<file path="config.mk">
export PLATFORM = sky130hd
export DESIGN_NAME = ahb_apb_bridge_flat
export DESIGN_NICKNAME = d
export VERILOG_FILES = /design/src/rtl/ahb_apb_bridge_pkg.sv /design/src/rtl/ahb_apb_bridge_if.sv /design/src/rtl/ahb_apb_addr_decode.sv /design/src/rtl/ahb_apb_bridge.sv /design/src/flat_wrapper.sv
export SDC_FILE = /design/constraint.sdc
export NUM_CORES = 1
export LEC_CHECK = 0
export ABC_CLOCK_PERIOD_IN_PS = 2600
export CAP_MARGIN = 20
export CORE_AREA = 2 2 117 119
export CTS_BUF_LIST = sky130_fd_sc_hd__clkbuf_4 sky130_fd_sc_hd__clkbuf_8
export DETAILED_ROUTE_END_ITERATION = 7
export DIE_AREA = 0 0 119 121
export GPL_TIMING_DRIVEN = 0
export PLACE_DENSITY = 0.86
export SYNTH_ARGS = -nofsm -noshare
export SYNTH_HDL_FRONTEND = slang
export SYNTH_SLANG_ARGS = --single-unit
</file>
<file path="constraint.sdc">
create_clock -name apb_pclk -period 2.6 [get_ports apb_pclk]
set_input_delay 0.26 -clock apb_pclk [delete_from_list [all_inputs] [get_ports apb_pclk]]
set_output_delay 0.26 -clock apb_pclk [all_outputs]
set_load 0.05 [all_outputs]
</file>
<file path="src/rtl/ahb_apb_bridge_pkg.sv">
// ahb_apb_bridge_pkg: FSM states, AHB encodings and byte-strobe helper for the AHB-to-APB bridge
package ahb_apb_bridge_pkg;
  typedef enum logic [2:0] {IDLE, WWAIT, SETUP, ACCESS, ERR1, ERR2} state_e;
  localparam logic [1:0] HTRANS_IDLE = 2'b00, HTRANS_BUSY = 2'b01, HTRANS_NONSEQ = 2'b10, HTRANS_SEQ = 2'b11;
  localparam logic HRESP_OKAY = 1'b0, HRESP_ERROR = 1'b1;
  function automatic logic [3:0] strb_f(input logic [2:0] size, input logic [1:0] a);
    return size == 3'd0 ? 4'b0001 << a : size == 3'd1 ? (a[1] ? 4'b1100 : 4'b0011) : 4'b1111;
  endfunction
endpackage

</file>
<file path="src/rtl/ahb_apb_bridge_if.sv">
// ahb_apb_bridge_if: AHB-Lite slave side and APB4 master side of the bridge
interface ahb_apb_bridge_if #(parameter int ADDR_W = 12, parameter int NUM_SLAVES = 4);
  logic                     ahb_hsel;
  logic [31:0]              ahb_haddr;
  logic [1:0]               ahb_htrans;
  logic                     ahb_hwrite;
  logic [2:0]               ahb_hsize;
  logic [31:0]              ahb_hwdata;
  logic                     ahb_hready;
  logic                     ahb_hreadyout;
  logic                     ahb_hresp;
  logic [31:0]              ahb_hrdata;
  logic [ADDR_W-1:0]        apb_paddr;
  logic [NUM_SLAVES-1:0]    apb_psel;
  logic                     apb_penable;
  logic                     apb_pwrite;
  logic [31:0]              apb_pwdata;
  logic [3:0]               apb_pstrb;
  logic [NUM_SLAVES*32-1:0] apb_prdata;
  logic [NUM_SLAVES-1:0]    apb_pready;
  logic [NUM_SLAVES-1:0]    apb_pslverr;
  modport slave (
    input  ahb_hsel, ahb_haddr, ahb_htrans, ahb_hwrite, ahb_hsize, ahb_hwdata, ahb_hready,
    output ahb_hreadyout, ahb_hresp, ahb_hrdata,
    output apb_paddr, apb_psel, apb_penable, apb_pwrite, apb_pwdata, apb_pstrb,
    input  apb_prdata, apb_pready, apb_pslverr
  );
  modport master (
    output ahb_hsel, ahb_haddr, ahb_htrans, ahb_hwrite, ahb_hsize, ahb_hwdata, ahb_hready,
    input  ahb_hreadyout, ahb_hresp, ahb_hrdata,
    input  apb_paddr, apb_psel, apb_penable, apb_pwrite, apb_pwdata, apb_pstrb,
    output apb_prdata, apb_pready, apb_pslverr
  );
endinterface

</file>
<file path="src/rtl/ahb_apb_addr_decode.sv">
// ahb_apb_addr_decode: slave index, one-hot select and decode error from address and transfer size
module ahb_apb_addr_decode #(
  parameter int ADDR_W     = 12,
  parameter int NUM_SLAVES = 4
) (
  input  logic [31:0]           haddr,
  input  logic [2:0]            hsize,
  output logic [NUM_SLAVES-1:0] sel,
  output logic                  err
);
  logic [3:0] idx;
  always_comb begin
    idx = haddr[ADDR_W+3:ADDR_W];
    err = 32'(idx) >= NUM_SLAVES || hsize > 3'd2 || (hsize == 3'd1 && haddr[0]) || (hsize == 3'd2 && |haddr[1:0]);
    sel = err ? '0 : NUM_SLAVES'(1) << idx;
  end
endmodule

</file>
<file path="src/rtl/ahb_apb_bridge.sv">
// ahb_apb_bridge: AHB-Lite slave to APB4 master, one transfer at a time; APB_TIMEOUT_EN adds an ACCESS timeout
module ahb_apb_bridge
  import ahb_apb_bridge_pkg::*;
#(
  parameter int ADDR_W      = 12,
  parameter int NUM_SLAVES  = 4,
  parameter int TIMEOUT_CYC = 255
) (
  input logic             apb_pclk,
  input logic             apb_presetn,
  ahb_apb_bridge_if.slave bus
);
  state_e                state_q, state_d;
  logic                  hreadyout_q, hreadyout_d, hresp_q, hresp_d;
  logic [31:0]           hrdata_q, hrdata_d, pwdata_q, pwdata_d;
  logic [ADDR_W-1:0]     paddr_q, paddr_d;
  logic [NUM_SLAVES-1:0] psel_q, psel_d, sel_q, sel_d, dec_sel;
  logic                  penable_q, penable_d, pwrite_q, pwrite_d;
  logic [3:0]            pstrb_q, pstrb_d;
  logic [2:0]            size_q, size_d;
  logic [1:0]            lsb_q, lsb_d;
  logic [31:0]           prdata_sel;
  logic                  dec_err, accept, rdy, err;
`ifdef APB_TIMEOUT_EN
  logic [7:0]            cnt_q, cnt_d;
`endif
  ahb_apb_addr_decode #(.ADDR_W(ADDR_W), .NUM_SLAVES(NUM_SLAVES)) u_dec (
    .haddr(bus.ahb_haddr), .hsize(bus.ahb_hsize), .sel(dec_sel), .err(dec_err)
  );
  // only the latched slave's response is ever looked at
  always_comb begin
    accept = bus.ahb_hsel && bus.ahb_hready && bus.ahb_htrans[1];
    rdy = |(bus.apb_pready & sel_q);
    err = |(bus.apb_pslverr & sel_q);
    prdata_sel = '0;
    for (int i = 0; i < NUM_SLAVES; i++) prdata_sel |= bus.apb_prdata[32*i +: 32] & {32{sel_q[i]}};
  end
  always_comb begin
    state_d = state_q;
    hreadyout_d = 1'b1;
    hresp_d = HRESP_OKAY;
    hrdata_d = hrdata_q;
    paddr_d = paddr_q;
    psel_d = '0;
    penable_d = 1'b0;
    pwrite_d = pwrite_q;
    pwdata_d = pwdata_q;
    pstrb_d = pstrb_q;
    sel_d = sel_q;
    size_d = size_q;
    lsb_d = lsb_q;
`ifdef APB_TIMEOUT_EN
    cnt_d = cnt_q;
`endif
    case (state_q)
      IDLE: if (accept) begin
        state_d = dec_err ? ERR1 : bus.ahb_hwrite ? WWAIT : SETUP;
        hreadyout_d = 1'b0;
        hresp_d = dec_err;
        paddr_d = bus.ahb_haddr[ADDR_W-1:0];
        pwrite_d = bus.ahb_hwrite;
        pstrb_d = '0;
        sel_d = dec_sel;
        size_d = bus.ahb_hsize;
        lsb_d = bus.ahb_haddr[1:0];
        psel_d = bus.ahb_hwrite ? '0 : dec_sel;
      end
      WWAIT: begin
        state_d = SETUP;
        hreadyout_d = 1'b0;
        pwdata_d = bus.ahb_hwdata;
        pstrb_d = strb_f(size_q, lsb_q);
        psel_d = sel_q;
      end
      SETUP: begin
        state_d = ACCESS;
        hreadyout_d = 1'b0;
        psel_d = sel_q;
        penable_d = 1'b1;
`ifdef APB_TIMEOUT_EN
        cnt_d = '0;
`endif
      end
      ACCESS: if (rdy) begin
        state_d = err ? ERR1 : IDLE;
        hresp_d = err;
        hreadyout_d = !err;
        hrdata_d = (err || pwrite_q) ? hrdata_q : prdata_sel;
      end else begin
        hreadyout_d = 1'b0;
`ifdef APB_TIMEOUT_EN
        if (cnt_q == 8'(TIMEOUT_CYC - 1)) begin
          state_d = ERR1;
          hresp_d = HRESP_ERROR;
        end else begin
          cnt_d = cnt_q + 8'd1;
          psel_d = sel_q;
          penable_d = 1'b1;
        end
`else
        psel_d = sel_q;
        penable_d = 1'b1;
`endif
      end
      ERR1: begin
        state_d = ERR2;
        hresp_d = HRESP_ERROR;
      end
      default: state_d = IDLE;
    endcase
  end
  always_ff @(posedge apb_pclk or negedge apb_presetn) begin
    if (!apb_presetn) begin
      state_q <= IDLE;
      hreadyout_q <= 1'b1;
      hresp_q <= HRESP_OKAY;
      hrdata_q <= '0;
      paddr_q <= '0;
      psel_q <= '0;
      penable_q <= 1'b0;
      pwrite_q <= 1'b0;
      pwdata_q <= '0;
      pstrb_q <= '0;
      sel_q <= '0;
      size_q <= '0;
      lsb_q <= '0;
`ifdef APB_TIMEOUT_EN
      cnt_q <= '0;
`endif
    end else begin
      state_q <= state_d;
      hreadyout_q <= hreadyout_d;
      hresp_q <= hresp_d;
      hrdata_q <= hrdata_d;
      paddr_q <= paddr_d;
      psel_q <= psel_d;
      penable_q <= penable_d;
      pwrite_q <= pwrite_d;
      pwdata_q <= pwdata_d;
      pstrb_q <= pstrb_d;
      sel_q <= sel_d;
      size_q <= size_d;
      lsb_q <= lsb_d;
`ifdef APB_TIMEOUT_EN
      cnt_q <= cnt_d;
`endif
    end
  end
  assign bus.ahb_hreadyout = hreadyout_q;
  assign bus.ahb_hresp = hresp_q;
  assign bus.ahb_hrdata = hrdata_q;
  assign bus.apb_paddr = paddr_q;
  assign bus.apb_psel = psel_q;
  assign bus.apb_penable = penable_q;
  assign bus.apb_pwrite = pwrite_q;
  assign bus.apb_pwdata = pwdata_q;
  assign bus.apb_pstrb = pstrb_q;
endmodule

</file>
<file path="src/flat_wrapper.sv">
// flat-port wrapper written by rule: the top's interface ports become plain ports
module ahb_apb_bridge_flat import ahb_apb_bridge_pkg::*;
#(
  parameter int ADDR_W      = 12,
  parameter int NUM_SLAVES  = 4,
  parameter int TIMEOUT_CYC = 255
)
  (apb_pclk, apb_presetn, bus_ahb_hsel, bus_ahb_haddr, bus_ahb_htrans, bus_ahb_hwrite, bus_ahb_hsize, bus_ahb_hwdata, bus_ahb_hready, bus_ahb_hreadyout, bus_ahb_hresp, bus_ahb_hrdata, bus_apb_paddr, bus_apb_psel, bus_apb_penable, bus_apb_pwrite, bus_apb_pwdata, bus_apb_pstrb, bus_apb_prdata, bus_apb_pready, bus_apb_pslverr);
  ahb_apb_bridge_if #(.ADDR_W(ADDR_W), .NUM_SLAVES(NUM_SLAVES)) bus_i ();
  input logic apb_pclk;
  input logic apb_presetn;
  input wire logic [$bits(bus_i.ahb_hsel)-1:0] bus_ahb_hsel;
  input wire logic [$bits(bus_i.ahb_haddr)-1:0] bus_ahb_haddr;
  input wire logic [$bits(bus_i.ahb_htrans)-1:0] bus_ahb_htrans;
  input wire logic [$bits(bus_i.ahb_hwrite)-1:0] bus_ahb_hwrite;
  input wire logic [$bits(bus_i.ahb_hsize)-1:0] bus_ahb_hsize;
  input wire logic [$bits(bus_i.ahb_hwdata)-1:0] bus_ahb_hwdata;
  input wire logic [$bits(bus_i.ahb_hready)-1:0] bus_ahb_hready;
  output wire logic [$bits(bus_i.ahb_hreadyout)-1:0] bus_ahb_hreadyout;
  output wire logic [$bits(bus_i.ahb_hresp)-1:0] bus_ahb_hresp;
  output wire logic [$bits(bus_i.ahb_hrdata)-1:0] bus_ahb_hrdata;
  output wire logic [$bits(bus_i.apb_paddr)-1:0] bus_apb_paddr;
  output wire logic [$bits(bus_i.apb_psel)-1:0] bus_apb_psel;
  output wire logic [$bits(bus_i.apb_penable)-1:0] bus_apb_penable;
  output wire logic [$bits(bus_i.apb_pwrite)-1:0] bus_apb_pwrite;
  output wire logic [$bits(bus_i.apb_pwdata)-1:0] bus_apb_pwdata;
  output wire logic [$bits(bus_i.apb_pstrb)-1:0] bus_apb_pstrb;
  input wire logic [$bits(bus_i.apb_prdata)-1:0] bus_apb_prdata;
  input wire logic [$bits(bus_i.apb_pready)-1:0] bus_apb_pready;
  input wire logic [$bits(bus_i.apb_pslverr)-1:0] bus_apb_pslverr;
  assign bus_i.ahb_hsel = bus_ahb_hsel;
  assign bus_i.ahb_haddr = bus_ahb_haddr;
  assign bus_i.ahb_htrans = bus_ahb_htrans;
  assign bus_i.ahb_hwrite = bus_ahb_hwrite;
  assign bus_i.ahb_hsize = bus_ahb_hsize;
  assign bus_i.ahb_hwdata = bus_ahb_hwdata;
  assign bus_i.ahb_hready = bus_ahb_hready;
  assign bus_ahb_hreadyout = bus_i.ahb_hreadyout;
  assign bus_ahb_hresp = bus_i.ahb_hresp;
  assign bus_ahb_hrdata = bus_i.ahb_hrdata;
  assign bus_apb_paddr = bus_i.apb_paddr;
  assign bus_apb_psel = bus_i.apb_psel;
  assign bus_apb_penable = bus_i.apb_penable;
  assign bus_apb_pwrite = bus_i.apb_pwrite;
  assign bus_apb_pwdata = bus_i.apb_pwdata;
  assign bus_apb_pstrb = bus_i.apb_pstrb;
  assign bus_i.apb_prdata = bus_apb_prdata;
  assign bus_i.apb_pready = bus_apb_pready;
  assign bus_i.apb_pslverr = bus_apb_pslverr;
  ahb_apb_bridge #(.ADDR_W(ADDR_W), .NUM_SLAVES(NUM_SLAVES), .TIMEOUT_CYC(TIMEOUT_CYC)) u_core (.apb_pclk(apb_pclk), .apb_presetn(apb_presetn), .bus(bus_i));
endmodule
</file>
==> results of run 1 <==
==> cell usage after synthesis (all sizes together) <==
cell / count / share of area [%]
a22o: 6 / 1.1
nor4: 1 / 0.27
inv: 3 / 0.24
nor2: 8 / 0.64
a31o: 1 / 0.19
clkbuf: 11 / 0.89
dfstp: 1 / 0.56
nand2: 86 / 6.9
buf: 17 / 2.6
or4: 2 / 0.32
nand2b: 2 / 0.27
nor3: 3 / 0.56
a21o: 2 / 0.32
o21ai: 14 / 1.5
nand4: 2 / 0.40
a211oi: 1 / 0.16
a21boi: 1 / 0.40
mux2: 64 / 18
nor2b: 1 / 0.13
dfrtp: 97 / 52
a22oi: 68 / 11
and3: 1 / 0.13
a21oi: 3 / 0.32
a2bb2oi: 1 / 0.19
nand3: 1 / 0.11
o21a: 1 / 0.16
a32o: 2 / 0.43
==> power by group <==
| part | switching [mW] | total (mW) | internal (mW) |
|---|---|---|---|
| sequential | 0.207 | 2.10 | 1.89 |
| clock | 0.556 | 1.13 | 0.570 |
| combinational | 1.71 | 2.80 | 1.10 |
| total | 2.47 | 6.03 | 3.56 |
==> path summary, 6_finish.rpt <==
| path | cells past startpoint | to | startpoint |
|---|---|---|---|
| worst max-delay path | 1 | bus_ahb_hreadyout | u_core.bus.ahb_hreadyout |
| worst min-delay path | 3 | u_core.bus.apb_paddr[9] | bus_ahb_haddr[9] |
| worst max register to register | 5 | u_core.bus.ahb_hrdata[4] | u_core.sel_q[3] |
| worst min register to register | 2 | u_core.size_q[2] | u_core.size_q[2] |
| max in group asynchronous | 3 | u_core.bus.apb_paddr[0] | apb_presetn |
| min in group asynchronous | 2 | u_core.bus.ahb_hrdata[19] | apb_presetn |
==> cell families after synthesis <==
kind of cell / synth area share (%)
compound gates: 16.0
buf+inv: 3.73
flops: 52.6
mux: 17.9
simple gates: 9.77
==> cell type report <==
type / count / area share [%]
Timing Repair Buffer: 282 / 35.7
Sequential cell: 98 / 30.9
Multi-Input combinational cell: 271 / 25.6
Tap cell: 176 / 2.77
Buffer: 28 / 2.05
Clock buffer: 10 / 1.73
Clock inverter: 5 / 1.07
Inverter: 3 / 0.142
Antenna cell: 1 / 0.0315
==> sequential cells by signal (all words and copies together), names as in the netlist <==
signal and cells:
u_core.bus.ahb_hrdata 32, u_core.bus.ahb_hreadyout 1, u_core.bus.ahb_hresp 1, u_core.bus.apb_paddr 12
u_core.bus.apb_penable 1, u_core.bus.apb_psel 4, u_core.bus.apb_pstrb 4, u_core.bus.apb_pwdata 32
u_core.bus.apb_pwrite 1, u_core.sel_q 4, u_core.size_q 3, u_core.state_q 3
==> placed cells by master (no fill, tap or decap), types with 2 or more instances in the layout <==
cell type,instances
a22o_1,6
nor3_1,2
mux2_4,30
a32o_1,2
bufinv_16,2
mux2_1,6
nand2_1,86
buf_2,7
clkbuf_1,11
dfrtp_1,97
or4_1,2
nor2_1,8
buf_4,4
mux2_2,28
nand2b_1,2
clkbuf_8,10
o21ai_0,14
inv_1,3
buf_1,2
a21oi_1,3
buf_6,5
a22oi_1,66
a21o_1,2
inv_6,2
a22oi_2,2
clkdlybuf4s50_1,279
==> per-layer routing <==
metal,up-vias,share of wire [%]
met3,29,8.3
met1,2141,37
met4,0,2.7
met5,-,0
li1,2041,-
met2,222,51
==> results.json, run 1 <==
{
  "status": "finished clean",
  "drv_cap": 0,
  "worstPathMaxFanout": 1,
  "nFillCells": 1038,
  "fp.dieH_microns": 121,
  "antenna_found_initial": 1,
  "syn_nets": 610,
  "tns_ns": 0,
  "path_class": "flip-flop to output pin",
  "setup_violations": 0,
  "clk_pin_slew_worst_paths_ns": 0.10,
  "rows": 42,
  "dp_slack_ns": 0.491,
  "grt_pass1_vias": 4622,
  "drcViolationCount": 0,
  "via_count": 4433,
  "synthesis.area_sq_mm": 0.00466,
  "grt_util_met3_pct": 6.81,
  "p_leak_nw": 3.54,
  "worstPathArrival_ns": 1.70,
  "avgSynthCellArea_sq_um": 11.7,
  "dieArea_sq_mm": 0.0144,
  "rrSetupSlack_ns": 0.66,
  "ys_warn_count": 0,
  "use_met1_pct": 24.1,
  "power_density_mw_per_mm2": 759,
  "met2_usage_pct": 39.5,
  "hold_violations": 0,
  "cpMaxStageDelayCell": "clkdlybuf4s50_1",
  "core_sq_mm": 0.0131,
  "ys_ff_latch": 98,
  "start_kind": "flip-flop",
  "syn_inst": 400,
  "slew_headroom_pct": 48.8,
  "setup_ws_ns": 0.640,
  "grt_max_degree": 51,
  "io_buffers": 280,
  "synth_cell_types": 35,
  "nNetsFinal": 903,
  "whs_ns": 0.409,
  "maxSlewViolCount": 0,
  "worstMarginPinSlew_ns": 0.762,
  "drtPass1Iterations": 4,
  "required_ns": 2.34,
  "vdd_drop_max_v": 0.000672,
  "placed_area_sq_mm": 0.00771,
  "regArea_sq_mm": 0.00245,
  "path_buf_inv": 1,
  "final_area_sq_mm": 0.00794,
  "fin_cells": 874,
  "first_iter_violations": 249,
  "grt_busiest_layer": "met2",
  "multiInputGateArea_sq_mm": 0.00203,
  "period_share_pct": 75.4,
  "avgViaCountPerCell": 5.07,
  "min_period_ns": 1.96,
  "cts_tree": "built",
  "grt_pass1_wl_microns": 24400,
  "syn_to_final_growth_pct": 70.4,
  "cts.repair.resized": 0,
  "io_pins": 298,
  "root_buffer": "clkbuf_8",
  "hp-class": "input pin to flip-flop",
  "worstPathCellList": "clkdlybuf4s50_1",
  "clk_latency_ns": 0.37,
  "crit_path_end_kind": "output pin",
  "gp_congestion": 0.886,
  "track_usage_pct": 22.1,
  "initial_core_util_pct": 35.6,
  "rsz0062_at_grt": "no",
  "wl_per_cell_microns": 18.6,
  "hpwl_microns": 12800,
  "utilization_pct": 60.7,
  "dieWidth_microns": 119,
  "drive_above_1_share_pct": 14.1,
  "cpLargestDelayFamily": "buffers and inverters",
  "htree_levels": 3,
  "total_power_mw": 6.03,
  "cts_sinks": 98,
  "cts_made_buffers": 9,
  "drtAntennaViolNets": 0,
  "skew_ns": 0.00943,
  "clockBufferDepth": 2,
  "drt-total-wl_microns": 16300,
  "cpPeakStageDelay_ns": 0.80,
  "placed_cells": 857,
  "max_freq_ghz": 0.510,
  "ys_seq_area_share_pct": 52.6,
  "cts_setup_buffers": 0,
  "cts-hold-fix-buffers": 1,
  "grt_overflow": 0
}
Note: power is estimated with default switching activity, not from simulation.
==> inputs of run 2 (changes only) <==
--- a/config.mk
+++ b/config.mk
@@ -5,12 +5,13 @@
 export SDC_FILE = /design/constraint.sdc
 export NUM_CORES = 1
 export LEC_CHECK = 0
-export ABC_CLOCK_PERIOD_IN_PS = 2600
+export ABC_CLOCK_PERIOD_IN_PS = 1660
 export CAP_MARGIN = 20
-export CORE_AREA = 2 2 117 119
+export CORE_ASPECT_RATIO = 1.2
+export CORE_MARGIN = 2
+export CORE_UTILIZATION = 34
 export CTS_BUF_LIST = sky130_fd_sc_hd__clkbuf_4 sky130_fd_sc_hd__clkbuf_8
 export DETAILED_ROUTE_END_ITERATION = 7
-export DIE_AREA = 0 0 119 121
 export GPL_TIMING_DRIVEN = 0
 export PLACE_DENSITY = 0.86
 export SYNTH_ARGS = -nofsm -noshare
==> constraint.sdc (replaced) <==
create_clock -name apb_pclk -period 1.66 [get_ports apb_pclk]
set_input_delay 0.166 -clock apb_pclk [delete_from_list [all_inputs] [get_ports apb_pclk]]
set_output_delay 0.166 -clock apb_pclk [all_outputs]
set_load 0.05 [all_outputs]
==> results.json, run 2 (synthesis gave the netlist of run 1 again) <==
{
  "rows": 46,
  "core_sq_mm": 0.0133,
  "via_count": 4466,
  "grt_max_degree": 51,
  "drtPass1Iterations": 7,
  "grt_pass1_vias": 4707,
  "first_iter_violations": 288,
  "drt-total-wl_microns": 17700,
  "dr_wl_met3_microns": 1190,
  "p_seq_share_pct": 36.1,
  "max_freq_ghz": 0.572,
  "cpMaxStageDelayCell": "dfrtp_1",
  "io_buffers": 280,
  "io_pins": 298,
  "wl_met2_microns": 9100,
  "cts_made_buffers": 9,
  "worstPathMaxFanout": 7,
  "power_switching_mw": 3.85,
  "cts_tree": "built",
  "syn_to_final_growth_pct": 75.3,
  "setup_violations": 32,
  "p_clk_share_pct": 18.8,
  "rrSetupSlack_ns": -0.09,
  "path_buf_inv": 3,
  "nNetsFinal": 924,
  "antenna_found_initial": 0,
  "min_period_ns": 1.75,
  "rsz0062_at_grt": "yes",
  "power_density_mw_per_mm2": 1100,
  "avgViaCountPerCell": 5.04,
  "comb_power_share_pct": 45.1,
  "required_ns": 1.90,
  "hp-class": "input pin to flip-flop",
  "wl_met1_microns": 7070,
  "clk_pin_slew_worst_paths_ns": 0.09,
  "p_leak_nw": 4.01,
  "cpPeakStageDelay_ns": 0.38,
  "dieWidth_microns": 111,
  "cts_sinks": 98,
  "drtAntennaViolNets": 0,
  "fp.dieH_microns": 132,
  "period_share_pct": 105,
  "holdPathEnd": "u_core.bus.apb_paddr[10]",
  "path_class": "flip-flop to flip-flop",
  "clk_latency_ns": 0.36,
  "nFillCells": 1104,
  "layout_commonest_cell": "clkdlybuf4s50_1",
  "hold_start": "bus_ahb_haddr[10]",
  "whs_ns": 0.339,
  "p_sw_share_pct": 42.7,
  "tns_ns": -2.13,
  "root_buffer": "clkbuf_8",
  "reg2reg_depth": 6,
  "track_usage_pct": 23.5,
  "clockBufferDepth": 2,
  "hold_violations": 0,
  "dieArea_sq_mm": 0.0147,
  "antenna_cells": 0,
  "maxSlewViolCount": 0,
  "final_cell_mix": "clkdlybuf4s50_1, dfrtp_1, dlygate4sd2_1",
  "crit_path_end_kind": "flip-flop",
  "crit-reg2reg-launch": "u_core.sel_q[2]",
  "wl_per_cell_microns": 20.0,
  "htree_levels": 3,
  "drcViolationCount": 0,
  "cpLargestDelayFamily": "buffers and inverters",
  "drive_above_1_share_pct": 18.4,
  "violations": "negative setup slack",
  "grt_pass1_wl_microns": 26900,
  "slew_headroom_pct": 49.8,
  "hold_depth": 3,
  "dr.max_layer_used": "met4",
  "hpwl_microns": 13300,
  "p_int_mw": 5.16,
  "worstMarginPinSlew_ns": 0.754,
  "drv_cap": 0,
  "gp_congestion": 0.924,
  "r2r_end": "u_core.bus.ahb_hrdata[3]",
  "status": "complete, but fails checks",
  "utilization_pct": 61.4,
  "vdd_drop_max_v": 0.000800,
  "worstPathArrival_ns": 1.99,
  "initial_core_util_pct": 35.1,
  "worstPathCellList": "buf_6, a22oi_2, nand4_4, buf_12, clkbuf_16, mux2_4",
  "grt_overflow": 0,
  "start_kind": "flip-flop",
  "skew_ns": 0.0122,
  "setup_ws_ns": -0.0889
}
[run 2: worst min-delay path: stages]
cell and delay (ns):
clkdlybuf4s50_1 0.39, nand2_1 0.05, nand2_1 0.04
[run 2: routing by layer]
metal | GRT usage [%] | up-vias
li1 | - | 2071
met1 | 28.9 | 2185
met2 | 40.7 | 187
met3 | 5.29 | 23
met4 | 7.64 | 0
met5 | 0 | -
[run 2: how the worst max path moves through the flow]
stage                                            to  cells past startpoint            start  slack [ns]
after floorplan           u_core.bus.ahb_hrdata[10]                      5  u_core.sel_q[2]        0.07
after global placement    u_core.bus.ahb_hrdata[18]                      1      apb_presetn       -3.10
after detailed placement     u_core.bus.apb_psel[3]                      5   bus_ahb_hready       -0.39
after CTS                 u_core.bus.ahb_hrdata[10]                      6  u_core.sel_q[0]       -0.15
after global routing      u_core.bus.ahb_hrdata[29]                      6  u_core.sel_q[2]       -0.13
final                      u_core.bus.ahb_hrdata[3]                      6  u_core.sel_q[2]       -0.09
[run 2: timing repair]
action	CTS	global route
endpoints found under the hold margin	48	0
resized for setup	103	26
buffers inserted	2	17
setup endpoints to repair	172	84
hold buffers	1	0
pin swaps	1	11
gates cloned	0	3
[run 2: final cells by class]
type / instances / area, sq um / share of cell area (%)
inverters: 3 / 11.3 / 0.138
clock inverters: 6 / 91.3 / 1.12
repair buffers: 304 / 2960 / 36.3
flip-flops and latches: 98 / 2460 / 30.1
clock buffers: 9 / 124 / 1.52
well taps: 168 / 210 / 2.57
multi-input cells: 271 / 2100 / 25.7
plain buffers: 27 / 213 / 2.60
[run 2: stage by stage]
stage               setup slack (ns)  power (mW)  instances  area (sq um)
global placement               -3.10        7.65        848          7670
floorplan                     0.0651        5.86        400          4660
global route                  -0.127        9.41        886          8170
CTS                           -0.147        9.06        867          7890
detailed placement            -0.390        7.76        849          7700
finish                       -0.0889        9.02        886          8170
[run 2: power by group through the flow]
stage	clock network (mW)	registers (mW)	logic, mW
3_5_place_dp	0	3.32	4.43
4_1_cts	1.74	3.25	4.07
5_1_grt	1.85	3.33	4.23
6_report	1.69	3.25	4.07
2_1_floorplan	0	5.25	0.604
3_3_place_gp	0	3.28	4.37
